### src/rtl/alu_pkg.sv
// Shared ALU definitions: data width and the VeriRisc opcode encodings.
package alu_pkg;

  localparam int unsigned DATA_W   = 8;
  localparam int unsigned OPCODE_W = 3;

  typedef enum logic [OPCODE_W-1:0] {
    OP_HLT = 3'd0,
    OP_SKZ = 3'd1,
    OP_ADD = 3'd2,
    OP_AND = 3'd3,
    OP_XOR = 3'd4,
    OP_LDA = 3'd5,
    OP_STO = 3'd6,
    OP_JMP = 3'd7
  } opcode_e;

endpackage

### src/rtl/alu.sv
// Accumulator ALU: registered result from accumulator and memory operand,
// plus a combinational zero flag on the accumulator for SKZ.
module alu
  import alu_pkg::*;
#(
  parameter int unsigned WIDTH = DATA_W
) (
  input  logic                clk,
  input  logic                rst_n,
  input  logic [OPCODE_W-1:0] opcode,
  input  logic [WIDTH-1:0]    inA,
  input  logic [WIDTH-1:0]    inB,
  output logic [WIDTH-1:0]    out,
  output logic                is_zero
);

  logic [WIDTH-1:0] result;

  // Next result; anything not a data op (including unknown codes) passes inA through.
  always_comb begin
    result = inA;
    case (opcode)
      OP_ADD:  result = WIDTH'(inA + inB);
      OP_AND:  result = inA & inB;
      OP_XOR:  result = inA ^ inB;
      OP_LDA:  result = inB;
      default: result = inA;
    endcase
  end

  always_ff @(posedge clk or negedge rst_n) begin
    if (!rst_n) begin
      out <= '0;
    end else begin
      out <= result;
    end
  end

  assign is_zero = (inA == '0);

endmodule

### config.mk
export PLATFORM = sky130hd
export DESIGN_NAME = alu
export DESIGN_NICKNAME = d
export VERILOG_FILES = /design/src/rtl/alu_pkg.sv /design/src/rtl/alu.sv
export SDC_FILE = /design/constraint.sdc
export NUM_CORES = 1
export LEC_CHECK = 0
export CORE_MARGIN = 2
export CORE_UTILIZATION = 41
export CTS_BUF_LIST = sky130_fd_sc_hd__clkbuf_4 sky130_fd_sc_hd__clkbuf_8 sky130_fd_sc_hd__clkbuf_16
export DETAILED_ROUTE_END_ITERATION = 10
export PLACE_DENSITY = 0.76
export SLEW_MARGIN = 30
export SYNTH_ARGS = -nofsm -noshare
export SYNTH_HDL_FRONTEND = slang
export SYNTH_SLANG_ARGS = --single-unit
export TNS_END_PERCENT = 5
### constraint.sdc
create_clock -name clk -period 1 [get_ports clk]
set_input_delay 0.2 -clock clk [delete_from_list [all_inputs] [get_ports clk]]
set_output_delay 0.2 -clock clk [all_outputs]
set_load 0.03 [all_outputs]
==> impl_results.md, run 1 <==
* Die W at 50.97 um
* CP top delay family: compound AO/OA/AOI/OAI gates
* Final GP Congestion at 0.8598
* Biggest register: out
* First-pass GRT wire length at 4485 um
* CP Data Required Time at 1120 ps
* Critical path buffers and inverters at 2
* Flops & latches, synth at 8
* Largest regs: out x8
* Number of global-route vias before repair at 1001
* GRT Residual Overflow at 0
* Run status: finished with violations
* Number of detailed-route iterations in the first pass at 4
* Post-synth ARST share at 100.0%
* CTS Hold Bufs at 0
* Slowest Stage Delay on Critical Path at 410 ps
* Via count at 1111
* Post-synth EDFFs at 0
* Pwr/cell area at 890.5 nW/um2
* Post-detailed-route wirelength per cell at 14.75 um
* Failing checks: setup timing
* Register area share after synthesis at 22.13%
* Port-buffer cells at 29
* Max FFs per register at 8
* Top Layer Used: met4
* Crit path cell chain: buf_8, buf_6, fa_2, a211oi_2, o21bai_1, a21oi_1, xor2_1, o21ai_1
* Core area at 2148 um2
* WL met3 at 182 um
* Maximum VDD drop at 0.5948 mV
* Final worst slack at -482.6 ps
* Crit path kind: in -> reg
* YS warnings at 0
* Mean Syn Cell Area at 7.666 um2
* Root buffer cell: clkbuf_4
* Fill cells at 136
* Final core utilization at 75.19%
* Largest net degree at the start of global routing at 26
* Post-Syn Area at 904.6 um2
* Initial Utilization at 42.11%
* Clk sinks at 8
* Fraction of layout cells with a size suffix above 1 at 43.10%
* CTS H-tree depth at 1
* Net count, final at 206
* Placed Area at 1374 um2
* Mapped Cells at 118
* CTS Buffer Depth at 2
* Final Setup Violations at 8
* Met2 wire len at 1505 um
* Worst path arrival time at 1600 ps
* P_leak at 0.7128 nW
* Die area at 2598 um2
* Startpoint types: input pin
* Vias per cell at 5.500
* Detailed placement HPWL at 2093 um
* Detailed Route WL at 2979 um
* Min Tclk post-route at 1483 ps
* I/O pin cnt at 30
* CTS buffer count at 3
* Synth-to-Final Area Change at 78.56%
* Die Y at 50.97 um
* Register clock-pin slew on the reported worst setup and hold paths at 50 ps
* FMAX at 0.6745 GHz
* DR DRC count at 0
* Worst slew pin tran at 322.7 ps
* TritonCTS clock tree: yes
* Initial DRC count at 25
* Initial antenna violation count at 0
* Final design area excluding fillers at 1615 um2
* Worst Path Max Fanout at 3
* Antenna diodes at 0
* Post-Route M1 WL at 1275 um
* Final period util at 148.3%
* Syn_nets at 148
* Unique cell type count in the Yosys netlist at 29
* Antenna-violating nets left at 0
* Max-Cap Viols at 0
* Hold Vio Cnt, Final at 0
* Main synth FF type: dfrtp_1
* Max_slew headroom at 78.42%
* HP Class: in -> async
* Slew Limit Fails at 0
* Placement Rows at 17
* Unrepaired setup endpoints after global routing: yes
* CP max-delay cell: fa_2
* Critical Path End Type: flip-flop
* Tot GR Track Use at 22.46%
-- metal layers --
metal	up-vias	track usage [%]
met5	-	0
met4	0	3.153
met3	2	3.216
met2	43	40.69
met1	526	28.57
li1	540	-
-- stage by stage --
| step | setup WS, ps | instances | power (mW) | hold WS [ps] | TNS, ps |
|---|---|---|---|---|---|
| after floorplan | -450.1 | 118 | 0.7628 | -95.59 | -2987 |
| after global placement | -1066 | 192 | 1.048 | 481.1 | -8029 |
| after detailed placement | -1108 | 192 | 1.071 | 482.7 | -8345 |
| after CTS | -459.7 | 198 | 1.376 | 227.2 | -2595 |
| after global routing | -518.5 | 202 | 1.539 | 235.7 | -3215 |
| final | -482.6 | 202 | 1.438 | 222.5 | -2887 |
-- logic make-up (layout without fill, tap and decap cells) --
logic type	Yosys count	count (layout)	share of synthesized area [%]
buffers and inverters	7	63	3.734
AND/OR/NAND/NOR	40	40	19.92
multiplexers	8	8	8.852
adder cells (fa/ha/maj)	9	9	13.28
flip-flops	8	8	22.13
AO/OA/AOI/OAI	41	41	27.25
XOR/XNOR	5	5	4.842
-- cells in the mapped netlist (all sizes together) (2+ instances only) --
master	count	area share [%]
a211oi	3	3.0
a21oi	12	6.6
a31oi	2	1.4
buf	4	2.5
clkbuf	3	1.2
dfrtp	8	22
ha	8	11
mux2i	8	8.9
nand2	16	6.6
nand2b	2	1.4
nand3	2	1.1
nor2	12	5.0
nor2b	3	2.1
nor3	2	1.1
o21ai	17	9.4
o21bai	2	1.7
or4	2	1.7
xnor2	2	1.9
xor2	3	2.9
-- placed cells by master (no fill, tap or decap), drive strengths merged, types with 2 or more instances in the layout --
cell,netlist,routed
nand3,2,2
clkdlybuf4s15,0,4
nand2,16,16
nand2b,2,2
xnor2,2,2
o21bai,2,2
xor2,3,3
or4,2,2
a31oi,2,2
dlygate4sd2,0,4
a211oi,3,3
a21oi,12,12
o21ai,17,17
nor2,12,12
clkdlybuf4s50,0,4
ha,8,8
mux2i,8,8
dfrtp,8,8
nor3,2,2
buf,4,48
clkbuf,3,3
nor2b,3,3
-- how the worst max path moves through the flow --
stage                       from      to  slack, ps  cells after the start
final                     inA[1]  out[6]       -480                      8
after detailed placement  inA[1]  out[7]      -1110                      7
after floorplan           inA[0]  out[6]       -450                      7
after global routing      inB[2]  out[6]       -520                      9
after CTS                 inB[0]  out[6]       -460                      8
after global placement    inA[0]  out[6]      -1070                      8
-- power by group --
| group | leakage, nW | switching, mW | internal (mW) |
|---|---|---|---|
| sequential | 0.0968 | 0.00995 | 0.362 |
| combinational | 0.602 | 0.418 | 0.426 |
| clock | 0.0138 | 0.0878 | 0.136 |
| total | 0.713 | 0.515 | 0.923 |
-- what timing repair did --
action / CTS / global route
pin swaps: 24 / 10
setup buffers: 3 / 4
endpoints found under the setup margin: 9 / 10
resized for setup: 81 / 12
-- final cells by class --
type                            count  area (um2)  share of cell area [%]
Multi-Input combinational cell    103       809.5                   50.12
Timing Repair Buffer               60       548.0                   33.93
Sequential cell                     8       200.2                   12.39
Tap cell                           28       35.03                   2.169
Clock buffer                        3       22.52                   1.394
(Power assumes the default switching activity.)
==> inputs of run 2 (changes only) <==
--- a/config.mk
+++ b/config.mk
@@ -10,6 +10,7 @@
 export CTS_BUF_LIST = sky130_fd_sc_hd__clkbuf_4 sky130_fd_sc_hd__clkbuf_8 sky130_fd_sc_hd__clkbuf_16
 export DETAILED_ROUTE_END_ITERATION = 10
 export PLACE_DENSITY = 0.76
+export SKIP_LAST_GASP = 1
 export SLEW_MARGIN = 30
 export SYNTH_ARGS = -nofsm -noshare
 export SYNTH_HDL_FRONTEND = slang
==> run 2 against run 1 <==
The run still ends with setup timing left. Sequential share of layout area up 0.52 points. Worst setup slack better by 13 ps. Clock-buffer cell count unchanged. Hold slack worse by 2.3 ps. First-iteration DRC count up 44%. Sequential power about the same. Fmax up 0.88%. Total power down 2.6%. Via count up 1.8%. Utilization down 3.0 points. Critical path type unchanged. Largest cell class unchanged. Largest power group unchanged.
==> impl_results.md, run 2 (same netlist as run 1, synthesis figures left out) <==
* Run status: finished with violations (unchanged)
* Failing checks: setup timing (unchanged)
* Critical path buffers and inverters at 2 (unchanged)
* Post-detailed-route wirelength per cell at 15.59 um (was 14.75 um)
* HP Class: in -> async (unchanged)
* Biggest register: out (unchanged)
* CP Data Required Time at 1120 ps (about the same)
* Maximum VDD drop at 0.6771 mV (was 0.5948 mV)
* Synth-to-Final Area Change at 71.37% (was 78.56%)
* Initial antenna violation count at 0 (unchanged)
* CTS H-tree depth at 1 (unchanged)
* Min Tclk post-route at 1470 ps (was 1483 ps)
* Final worst slack at -469.8 ps (was -482.6 ps)
* I/O pin cnt at 30 (unchanged)
* Worst slew pin tran at 323.2 ps (was 322.7 ps)
* Vias per cell at 5.712 (was 5.500)
* Number of detailed-route iterations in the first pass at 4 (unchanged)
* Pre-CTS WS at -1108 ps (unchanged)
* Die area at 2598 um2 (unchanged)
* Fraction of layout cells with a size suffix above 1 at 40.00% (was 43.10%)
* TritonCTS clock tree: yes (unchanged)
* Number of instances in the placed design at 192 (unchanged)
* Placement Rows at 17 (unchanged)
* Tot GR Track Use at 21.89% (was 22.46%)
* Unrepaired setup endpoints after global routing: yes (unchanged)
* Pwr/cell area at 903.5 nW/um2 (was 890.5 nW/um2)
* Slew Limit Fails at 0 (unchanged)
* Root buffer cell: clkbuf_4 (unchanged)
* Max FFs per register at 8 (unchanged)
* Core area at 2148 um2 (unchanged)
* Net count, final at 202 (was 206)
* Final GP Congestion at 0.8598 (unchanged)
* Largest regs: out x8 (unchanged)
* Most frequent cells in the layout: buf_4 (32), nand2_1 (16), o21ai_0 (14) (was buf_4 (32), nand2_1 (16), nor2_1 (12))
* Antenna-violating nets left at 0 (unchanged)
* Max-Cap Viols at 0 (unchanged)
* Worst hold slack at 220.2 ps (was 222.5 ps)
* Die Y at 50.97 um (unchanged)
* CP max-delay cell: fa_2 (unchanged)
* Die W at 50.97 um (unchanged)
* Register clock-pin slew on the reported worst setup and hold paths at 50 ps (about the same)
* Antenna diodes at 0 (unchanged)
* Max_slew headroom at 78.39% (was 78.42%)
* Fill cells at 151 (was 136)
* Clk sinks at 8 (unchanged)
* First-pass GRT wire length at 4395 um (was 4485 um)
* Initial DRC count at 36 (was 25)
* Layer with the highest usage: met2 (unchanged)
* Met1 usage at 26.53% (was 28.57%)
* Via count at 1131 (was 1111)
* Detailed Route WL at 3086 um (was 2979 um)
* Hold Vio Cnt, Final at 0 (unchanged)
* Finished Layout Cells at 198 (was 202)
* Slowest Stage Delay on Critical Path at 410 ps (about the same)
* Detailed placement HPWL at 2093 um (unchanged)
* CTS buffer count at 3 (unchanged)
* Crit path cell chain: buf_8, buf_6, fa_2, a211oi_2, o21bai_1, a21oi_1, xor2_1, o21ai_1 (unchanged)
* Worst Path Max Fanout at 3 (unchanged)
* CTS Buffer Depth at 2 (unchanged)
* DR DRC count at 0 (unchanged)
* Initial Utilization at 42.11% (unchanged)
* Most common cell after layout, fill and taps aside: buf_4 (unchanged)
* Register area at 200.2 um2 (unchanged)
* GRT Residual Overflow at 0 (unchanged)
* Critical Path End Type: flip-flop (unchanged)
* Crit path kind: in -> reg (unchanged)
* FMAX at 0.6804 GHz (was 0.6745 GHz)
* Largest net degree at the start of global routing at 26 (unchanged)
* Multi-input logic area at 807.0 um2 (was 809.5 um2)
* P_leak at 0.6857 nW (was 0.7128 nW)
* Worst path arrival time at 1590 ps (was 1600 ps)
* Setup TNS Final at -3464 ps (was -2887 ps)
* Met3 GRT Util at 2.632% (was 3.216%)
* Final Setup Violations at 9 (was 8)
* CP top delay family: compound AO/OA/AOI/OAI gates (unchanged)
* Final period util at 147.0% (was 148.3%)
* Global Route met2 Usage at 41.34% (was 40.69%)
* Number of global-route vias before repair at 1011 (was 1001)
* Startpoint types: input pin (unchanged)
* Port-buffer cells at 29 (unchanged)
==> run 2: changes by cell type in the layout (fill, tap and decap cells not counted), sizes merged <==
cell	previous run	this run
buf	48	44
clkdlybuf4s15	4	2
clkdlybuf4s50	4	5
dlymetal6s2s	0	1
==> run 2: path summary, 6_finish.rpt <==
path	startpoint	endpoint	slack (ps)	cells after the start
max in group asynchronous	rst_n	out[7]	540	1
min	rst_n	out[0]	220	1
min in group clk	inA[0]	out[0]	390	4
max	inA[1]	out[6]	-470	8
==> run 2: final cells by class <==
| class | instances | share of cell area (%) |
|---|---|---|
| Timing Repair Buffer | 56 | 31.32 |
| Clock buffer | 3 | 1.453 |
| Tap cell | 28 | 2.260 |
| Multi-Input combinational cell | 103 | 52.06 |
| Sequential cell | 8 | 12.91 |
==> run 2: what timing repair did <==
item                                    CTS  global route
hold buffers                              0             0
resized for setup                        57            18
endpoints found under the hold margin     0             0
gates cloned                              0             0
buffers inserted                          3             0
pin swaps                                17            13
endpoints found under the setup margin    9            10
==> run 2: per-layer routing <==
metal / vias to the layer above / wire length [um]
li1: 534 / -
met1: 540 / 1242
met2: 51 / 1609
met3: 6 / 209
met4: 0 / 23
met5: - / 0
==> run 2: metrics by stage <==
step / power [mW] / util, % / instance area [um2]
floorplan: 0.7628 / - / 924.6
global placement: 1.048 / 63.95 / 1374
detailed placement: 1.071 / 63.95 / 1374
CTS: 1.329 / 68.67 / 1475
global route: 1.494 / 72.16 / 1550
finish: 1.401 / 72.16 / 1550
==> run 2: power breakdown <==
group	switching, mW	internal, mW
clock	0.0892	0.136
sequential	0.00938	0.362
combinational	0.412	0.392
==> inputs of run 3 (changes only) <==
--- a/config.mk
+++ b/config.mk
@@ -9,7 +9,7 @@
 export CORE_UTILIZATION = 41
 export CTS_BUF_LIST = sky130_fd_sc_hd__clkbuf_4 sky130_fd_sc_hd__clkbuf_8 sky130_fd_sc_hd__clkbuf_16
 export DETAILED_ROUTE_END_ITERATION = 10
-export PLACE_DENSITY = 0.76
+export PLACE_DENSITY_LB_ADDON = 0.1
 export SKIP_LAST_GASP = 1
 export SLEW_MARGIN = 30
 export SYNTH_ARGS = -nofsm -noshare
==> run 3 against run 2 <==
The run still ends with setup timing left. Wire length shrank 14%. Clock-buffer cell count did not move. Global-route usage is 0.45 points higher. First-iteration DRC count fell by 42%. Critical endpoint is now is_zero. Worst setup slack better by 53 ps. Fmax up 3.7%. Utilization is 1.7 points lower. Final cell count did not move. Critical path type is now in -> out. Critical path depth fell by 3. Highest routed layer unchanged. Clock power up 14%.
==> impl_results.md, run 3 (same netlist as run 1, synthesis figures left out) <==
* Run status: finished with violations (unchanged)
* Failing checks: setup timing (unchanged)
* TritonCTS clock tree: yes (unchanged)
* Synth-to-Final Area Change at 67.22% (was 71.37%)
* CTS buffer count at 3 (unchanged)
* Placed Area at 1386 um2 (was 1374 um2)
* Max FFs per register at 8 (unchanged)
* Number of global-route vias before repair at 938 (was 1011)
* FMAX at 0.7058 GHz (was 0.6804 GHz)
* CP max-delay cell: or4_4 (was fa_2)
* Post-detailed-route wirelength per cell at 13.48 um (was 15.59 um)
* Die Y at 50.97 um (unchanged)
* Worst path arrival time at 1220 ps (was 1590 ps)
* Detailed Route WL at 2669 um (was 3086 um)
* I/O pin cnt at 30 (unchanged)
* Placement Rows at 17 (unchanged)
* Port-buffer cells at 29 (unchanged)
* Final worst slack at -416.8 ps (was -469.8 ps)
* Most frequent cells in the layout: buf_4 (30), nand2_1 (16), o21ai_0 (14) (was buf_4 (32), nand2_1 (16), o21ai_0 (14))
* DR DRC count at 0 (unchanged)
* Crit path cell chain: buf_2, buf_6, or4_4, nor2_2, buf_6 (was buf_8, buf_6, fa_2, a211oi_2, o21bai_1, a21oi_1, xor2_1, o21ai_1)
* Final Setup Violations at 9 (unchanged)
* Worst slew pin tran at 346.3 ps (was 323.2 ps)
* Initial antenna violation count at 0 (unchanged)
* Worst Path Max Fanout at 3 (unchanged)
* CTS Buffer Depth at 2 (unchanged)
* Slew Limit Fails at 0 (unchanged)
* Antenna-violating nets left at 0 (unchanged)
* Initial DRC count at 21 (was 36)
* CP Data Required Time at 800 ps (was 1120 ps)
* Fraction of layout cells with a size suffix above 1 at 38.82% (was 40.00%)
* P_leak at 0.6847 nW (was 0.6857 nW)
* Biggest register: out (unchanged)
* Core area at 2148 um2 (unchanged)
* Pwr/cell area at 915.0 nW/um2 (was 903.5 nW/um2)
* Unrepaired setup endpoints after global routing: yes (unchanged)
* Initial Utilization at 42.11% (unchanged)
* HP Class: in -> async (unchanged)
* Setup TNS Final at -2848 ps (was -3464 ps)
* Die area at 2598 um2 (unchanged)
* First-pass GRT wire length at 4326 um (was 4395 um)
* Final core utilization at 70.41% (was 72.16%)
* Startpoint types: input pin (unchanged)
* Hold Vio Cnt, Final at 0 (unchanged)
* Root buffer cell: clkbuf_4 (unchanged)
* Vias per cell at 5.404 (was 5.712)
* Max_slew headroom at 76.84% (was 78.39%)
* Register clock-pin slew on the reported worst setup and hold paths at 50 ps (about the same)
* Most common cell after layout, fill and taps aside: buf_4 (unchanged)
* Final design area excluding fillers at 1513 um2 (was 1550 um2)
* Crit path kind: in -> out (was in -> reg)
* Tot GR Track Use at 22.34% (was 21.89%)
* Slowest Stage Delay on Critical Path at 520 ps (was 410 ps)
* Via count at 1070 (was 1131)
* Critical Path End Type: primary output (was flip-flop)
* Maximum VDD drop at 0.6217 mV (was 0.6771 mV)
* Largest regs: out x8 (unchanged)
* Final period util at 141.7% (was 147.0%)
* Detailed placement HPWL at 2054 um (was 2093 um)
* Number of detailed-route iterations in the first pass at 4 (unchanged)
* Pre-CTS WS at -1161 ps (was -1108 ps)
* GRT Residual Overflow at 0 (unchanged)
* Clk sinks at 8 (unchanged)
* CP startpoint: inA[4] (was inA[1])
* Net count, final at 202 (unchanged)
* Max-Cap Viols at 0 (unchanged)
* Antenna diodes at 0 (unchanged)
* Largest net degree at the start of global routing at 22 (was 26)
* Die W at 50.97 um (unchanged)
* Min Tclk post-route at 1417 ps (was 1470 ps)
* CTS H-tree depth at 1 (unchanged)
* Final GP Congestion at 0.8655 (was 0.8598)
* Most used cell, CP: buf_6
run 3: changes by cell type in the layout (fill, tap and decap cells not counted), sizes merged:
cell           change
buf                +1
clkdlybuf4s15      -1
run 3: worst paths after layout:
path	slack, ps	cells past startpoint	to
setup / recovery	-420	5	is_zero
hold / removal	210	1	out[3]
max in group asynchronous	540	1	out[4]
min in group clk	280	5	out[0]
run 3: layout make-up:
cell class / count / area [um2]
Clock buffer: 3 / 22.52
Fill cell: 175 / 635.6
Multi-Input combinational cell: 103 / 760.7
Sequential cell: 8 / 200.2
Tap cell: 28 / 35.03
Timing Repair Buffer: 56 / 494.2
run 3: worst max-delay path, delay by kind of cell:
| family | cells | cell delay (ps) |
|---|---|---|
| buffers and inverters | 3 | 380 |
| AND/OR/NAND/NOR | 2 | 650 |
run 3: what timing repair did:
action / CTS / global route
hold buffers: 0 / 0
setup endpoints to repair: 9 / 16
resized for setup: 68 / 4
setup buffers: 3 / 0
cloned: 0 / 0
pin swaps: 17 / 6
run 3: metrics by stage:
step                      hold WS, ps  power, mW  std cells
after floorplan                -95.59     0.7628        118
after global placement          492.3      1.062        192
after detailed placement        494.4      1.078        192
after CTS                       213.8      1.385        198
after global routing            216.0      1.487        198
final                           205.3      1.384        198
run 3: where the power goes:
part	switching, mW	internal, mW	leakage [nW]
combinational	0.381	0.376	0.574
sequential	0.00948	0.361	0.0968
clock	0.118	0.138	0.0138
run 3: routing by layer:
layer  up-vias  track usage (%)  share of wire [%]
met4         0            8.108               0.97
li1        532                -                  -
met5         -                0                  0
met1       504            26.57                 42
met2        30            40.04                 52
met3         4            3.509                4.9
